## src/rtl/load_store_unit.sv

```systemverilog
// RV32I load/store unit: takes the effective address from execute, runs one
// data-memory transaction at a time, and reports completion with error flags.
module load_store_unit #(
   parameter int TIMEOUT_CYCLES = 16
) (
   input  logic        clk,
   input  logic        rst_n,
   input  logic        req_valid,
   output logic        req_ready,
   input  logic        is_store,
   input  logic [2:0]  funct3,
   input  logic [31:0] addr,
   input  logic [31:0] store_data,
   output logic        busy,
   output logic        done,
   output logic [31:0] load_data,
   output logic        misaligned,
   output logic        bus_err,
   output logic        illegal,
   output logic        mem_req,
   input  logic        mem_gnt,
   output logic        mem_we,
   output logic [31:0] mem_addr,
   output logic [3:0]  mem_wstrb,
   output logic [31:0] mem_wdata,
   input  logic        mem_rvalid,
   input  logic [31:0] mem_rdata
);

   // state | meaning
   // IDLE  | ready for a request; error flags cleared
   // REQ   | mem_req held until mem_gnt or timeout
   // RESP  | load granted, waiting for mem_rvalid or timeout
   // FIN   | one-cycle done pulse with error flags
   typedef enum logic [1:0] {S_IDLE, S_REQ, S_RESP, S_FIN} state_e;

   localparam int CW = $clog2(TIMEOUT_CYCLES + 1);

   state_e        state_q, state_d;
   logic [CW-1:0] cnt_q, cnt_d, cnt_inc;
   logic          is_store_q;
   logic [2:0]    funct3_q;
   logic [31:0]   addr_q, sd_q;
   logic [31:0]   load_data_q;
   logic          mis_q, mis_d, ill_q, ill_d, berr_q, berr_d;
   logic          latch_en, ld_en;
   logic          req_mis, req_ill;
   logic [31:0]   byte_sh, half_sh, ld_ext;

   assign req_ill = (funct3 == 3'b011) || (funct3[2:1] == 2'b11) || (is_store && funct3[2]);
   assign req_mis = (((funct3 == 3'b001) || (funct3 == 3'b101)) && addr[0]) ||
                    ((funct3 == 3'b010) && (addr[1:0] != 2'b00));

   assign cnt_inc = cnt_q + CW'(1);

   always_comb begin
      state_d  = state_q;
      cnt_d    = cnt_q;
      mis_d    = mis_q;
      ill_d    = ill_q;
      berr_d   = berr_q;
      latch_en = 1'b0;
      ld_en    = 1'b0;
      case (state_q)
         S_IDLE: begin
            mis_d  = 1'b0;
            ill_d  = 1'b0;
            berr_d = 1'b0;
            cnt_d  = '0;
            if (req_valid) begin
               latch_en = 1'b1;
               mis_d    = req_mis;
               ill_d    = req_ill;
               state_d  = (req_mis || req_ill) ? S_FIN : S_REQ;
            end
         end
         S_REQ: begin
            if (mem_gnt) begin
               cnt_d   = '0;
               state_d = is_store_q ? S_FIN : S_RESP;
            end else if (cnt_inc == CW'(TIMEOUT_CYCLES)) begin
               cnt_d   = '0;
               berr_d  = 1'b1;
               state_d = S_FIN;
            end else begin
               cnt_d = cnt_inc;
            end
         end
         S_RESP: begin
            if (mem_rvalid) begin
               cnt_d   = '0;
               ld_en   = 1'b1;
               state_d = S_FIN;
            end else if (cnt_inc == CW'(TIMEOUT_CYCLES)) begin
               cnt_d   = '0;
               berr_d  = 1'b1;
               state_d = S_FIN;
            end else begin
               cnt_d = cnt_inc;
            end
         end
         S_FIN: begin
            state_d = S_IDLE;
         end
         default: state_d = S_IDLE;
      endcase
   end

   always_comb begin
      byte_sh = mem_rdata >> {addr_q[1:0], 3'b000};
      half_sh = mem_rdata >> {addr_q[1], 4'b0000};
      case (funct3_q)
         3'b000:  ld_ext = {{24{byte_sh[7]}}, byte_sh[7:0]};
         3'b001:  ld_ext = {{16{half_sh[15]}}, half_sh[15:0]};
         3'b100:  ld_ext = {24'h0, byte_sh[7:0]};
         3'b101:  ld_ext = {16'h0, half_sh[15:0]};
         default: ld_ext = mem_rdata;
      endcase
   end

   always_ff @(posedge clk or negedge rst_n) begin
      if (!rst_n) begin
         state_q     <= S_IDLE;
         cnt_q       <= '0;
         is_store_q  <= 1'b0;
         funct3_q    <= 3'b000;
         addr_q      <= '0;
         sd_q        <= '0;
         load_data_q <= '0;
         mis_q       <= 1'b0;
         ill_q       <= 1'b0;
         berr_q      <= 1'b0;
      end else begin
         state_q <= state_d;
         cnt_q   <= cnt_d;
         mis_q   <= mis_d;
         ill_q   <= ill_d;
         berr_q  <= berr_d;
         if (latch_en) begin
            is_store_q <= is_store;
            funct3_q   <= funct3;
            addr_q     <= addr;
            sd_q       <= store_data;
         end
         if (ld_en) begin
            load_data_q <= ld_ext;
         end
      end
   end

   // Lane signals derive from the latched request so they stay stable through REQ.
   always_comb begin
      mem_wstrb = 4'b0000;
      mem_wdata = '0;
      if (is_store_q) begin
         case (funct3_q)
            3'b000: begin
               mem_wstrb = 4'b0001 << addr_q[1:0];
               mem_wdata = {4{sd_q[7:0]}};
            end
            3'b001: begin
               mem_wstrb = addr_q[1] ? 4'b1100 : 4'b0011;
               mem_wdata = {2{sd_q[15:0]}};
            end
            3'b010: begin
               mem_wstrb = 4'b1111;
               mem_wdata = sd_q;
            end
            default: begin
               mem_wstrb = 4'b0000;
               mem_wdata = '0;
            end
         endcase
      end
   end

   assign req_ready  = (state_q == S_IDLE);
   assign busy       = (state_q != S_IDLE);
   assign done       = (state_q == S_FIN);
   assign mem_req    = (state_q == S_REQ);
   assign mem_we     = (state_q == S_REQ) && is_store_q;
   assign mem_addr   = {addr_q[31:2], 2'b00};
   assign load_data  = load_data_q;
   assign misaligned = mis_q;
   assign illegal    = ill_q;
   assign bus_err    = berr_q;

endmodule
```

## config.mk

```make
export PLATFORM = sky130hd
export DESIGN_NAME = load_store_unit
export DESIGN_NICKNAME = d
export VERILOG_FILES = /design/src/rtl/load_store_unit.sv
export SDC_FILE = /design/constraint.sdc
export NUM_CORES = 1
export LEC_CHECK = 0
export ABC_AREA = 1
export ABC_CLOCK_PERIOD_IN_PS = 3400
export CORE_MARGIN = 2
export CORE_UTILIZATION = 49
export CTS_CLUSTER_DIAMETER = 120
export DETAILED_ROUTE_END_ITERATION = 12
export GPL_TIMING_DRIVEN = 1
export PLACE_DENSITY = 0.86
export REMOVE_ABC_BUFFERS = 1
export SLEW_MARGIN = 20
export SYNTH_ARGS = -nofsm -noshare
export SYNTH_HDL_FRONTEND = slang
export SYNTH_SLANG_ARGS = --single-unit
```

## constraint.sdc

```tcl
create_clock -name clk -period 3.4 [get_ports clk]
set_clock_uncertainty 0.05 [all_clocks]
set_input_delay 0.68 -clock clk [delete_from_list [all_inputs] [get_ports clk]]
set_output_delay 0.68 -clock clk [all_outputs]
set_load 0.01 [all_outputs]
```

==> summary.md <==
| Metric | Value |
|---|---|
| R2R depth | `8` |
| Multiplexer share of the synthesized area | `0%` |
| Avg Cell Area, Syn | `7.55 sq um` |
| # diodes | `0` |
| Endpoint class of the critical path | `primary output` |
| Clk sinks | `between 100 and 150` |
| Final instance area | `8230 sq um` |
| ANT nets after route | `0` |
| Final std cells w/o fill | `1111` |
| Met3 wire len | `1.08 mm` |
| DP HPWL | `~12 mm` |
| Die area | `13200 sq um` |
| Nets@finish | `between 1k and 1.5k` |
| VDD IR max | `0.471 mV` |
| Comb pwr share | `between 50% and 60%` |
| # rows | `40` |
| Total global routing overflow | `0` |
| Core area | `12000 sq um` |
| Die X | `about 110 microns` |
| Top FF cell, synth | `dfrtp_1` |
| NetSw | `approximately 0.0030 W` |
| Main combinational cell family by area after synthesis | `simple AND/OR/NAND/NOR gates` |
| Setup repair bufs after CTS | `0` |
| Post-Synth Simple-Gate Area | `between 20% and 30%` |
| Yosys cell types | `39` |
| Die H | `115 microns` |
| Via count | `5585` |
| Unrepaired setup endpoints after global routing | `no` |
| Compound-gate portion of the synthesized area | `around 12%` |
| Post-Synth Adder-Cell Area | `around 1.2%` |
| Area post-placement | `a little under 8000 sq um` |
| Global-route usage over all layers | `about a quarter` |
| Minimum clock period | `roughly 3.1 ns` |
| # setup viols final | `0` |
| Vias per cell | `a little over 5` |
| Crit Path Category | `flop to primary output` |
| First-pass GRT wire length | `between 20 and 30 mm` |
| Data required, critical path | `2.67 ns` |
| Asr flop ratio synth | `100%` |
| HP Class | `input port to asynchronous set/reset pin` |
| Area added between synthesis and finish | `36.6%` |
| Most frequent cells in the layout | `320 x nand2_1, 209 x clkdlybuf4s50_1, 110 x dfrtp_1` |
| Max cap viols | `0` |
| Met2 WL | `about 8.2 mm` |
| Initial drt markers | `346` |
| Cts repair resizes | `0` |
| Ys Warns | `0` |
| Flop pwr share | `32.6%` |
| # H-tree levels | `3` |
| Post-Synth XOR/XNOR Area | `0%` |
| Final weighted congestion in routability-driven placement | `0.857` |
| Rel. slew slack | `between 40% and 50%` |
| Commonest non-fill, non-tap cell in the layout | `nand2_1` |
| Switching Fraction | `40.8%` |
| Top sig layer | `met4` |
| Initial Utilization | `~50%` |
| CTS root buf | `clkbuf_16` |
| CTS Buffer Depth | `2` |
| Post-Syn Instances | `between 700 and 800` |
| Max Clk Rate | `about 330 MHz` |
| PD cells | `roughly 880 nW/um^2` |
| Clock-pin slew on the worst setup and hold paths | `approximately 0.07 ns` |
| Detailed Routing Iterations Pass 1 | `4` |
| Critical Path Fanout Max | `11` |
| Worst slew pin tran | `approximately 0.77 ns` |
| Max Slew Vio Count | `0` |
| Hold-fix buffers at CTS | `0` |
| Leakage | `~4.1 nW` |
| Internal power | `approximately 0.0043 W` |
| Arr. time, crit path | `2.34 ns` |
| Status | `finished clean` |
| Flop and latch count out of synthesis | `110` |
| Met1 WL | `between 6 and 7 mm` |
| Synthesized cell area | `~6000 sq um` |
| Seq/Total Area, Yosys | `a little under half` |
| Final Hold Viols | `0` |
| Largest net degree at the start of global routing | `62` |
| Io pins | `~210` |
| Share of cells above drive strength 1 | `approximately 6.0%` |
| Post-synth EDFFs | `0` |
| Initial antenna violation count | `0` |
| CTS buffer count | `9` |
| Clk pwr share | `between 10% and 20%` |
| CTS tree | `built` |
| DRC | `0` |
| Worst-Skew Late Latency | `0.34 ns` |
| Reg2reg setup slack | `1.31 ns` |
| Placed cells | `1095` |
| Buffers on Ports | `210` |
| Final worst path period share | `90.3%` |
| Total wire length | `about 17 mm` |
| CP Launch Type | `flop` |
| Vias in the first global route | `5420` |
| WL per Instance | `approximately 15 microns` |
-- registers in the layout, indices dropped and copies added, names as in the netlist, 2 cells and up --
name	flops
addr_q	32
state_q	2
cnt_q	5
load_data	32
funct3_q	3
sd_q	32
-- power groups by stage --
stage / clock (W) / sequential, W / combinational, W
floorplan: 0 / 0.00250 / 0.00177
CTS: 0.00117 / 0.00236 / 0.00375
detailed placement: 0 / 0.00236 / 0.00373
global route: 0.00122 / 0.00243 / 0.00416
global placement: 0 / 0.00235 / 0.00365
finish: 0.00116 / 0.00236 / 0.00373
-- critical path, stage by stage (launching register included) --
cell	delay, ns
dfrtp_1	0.48
inv_2	0.18
nor3_4	0.27
buf_4	0.26
a22oi_2	0.08
nand2_1	0.07
nand2_1	0.04
inv_1	0.06
clkdlybuf4s50_1	0.54
-- layer usage --
layer,vias to the layer above,global-route usage [%]
met2,188,42.8
met1,2588,33.4
met3,32,5.64
met4,0,8.43
li1,2777,-
met5,-,0
-- synth_stat cells, types with 9 or more instances --
cell / n / area [sq um]
buf_2: 16 / 80.1
o211ai_1: 13 / 97.6
buf_6: 9 / 101
clkbuf_1: 12 / 45.0
nand2_1: 321 / 1200
o21ai_1: 20 / 100
dfrtp_1: 110 / 2750
nand3_1: 28 / 140
inv_1: 83 / 312
buf_4: 32 / 240
o21ai_0: 32 / 160
a21oi_1: 26 / 130
nor2_1: 41 / 154
-- final timing paths --
check,from,to
max,funct3_q[0],mem_wdata[29]
min,rst_n,bus_err
max reg2reg,state_q[1],state_q[1]
min reg2reg,load_data[1],load_data[1]
max in group asynchronous,rst_n,addr_q[6]
min in group clk,load_data[1],load_data[1]
-- logic make-up (layout without fill, tap and decap cells) --
kind of cell | after synthesis | in the layout
AND/OR/NAND/NOR | 403 | 403
buffers and inverters | 161 | 326
AO/OA/AOI/OAI | 117 | 117
flip-flops | 110 | 110
adder cells (fa/ha/maj) | 6 | 6
other | 1 | 2
-- through the flow --
step	utilization, %	setup WS [ns]	hold WS, ns	power (W)	TNS, ns
after floorplan	-	-0.108	0.334	0.00427	-0.193
after global placement	65.8	0.718	0.412	0.00600	0
after detailed placement	65.8	0.703	0.414	0.00609	0
after CTS	68.5	0.321	0.387	0.00728	0
after global routing	68.5	0.127	0.421	0.00782	0
final	68.5	0.331	0.353	0.00724	0
-- area by class of cell --
cell class	instances	area (sq um)
clock inverters	6	91.3
well taps	147	184
multi-input cells	528	2440
fillers	1002	3780
flip-flops and latches	110	2750
repair buffers	222	2190
clock buffers	10	239
inverters	88	335
No activity file was read; power rests on OpenSTA's default activity.
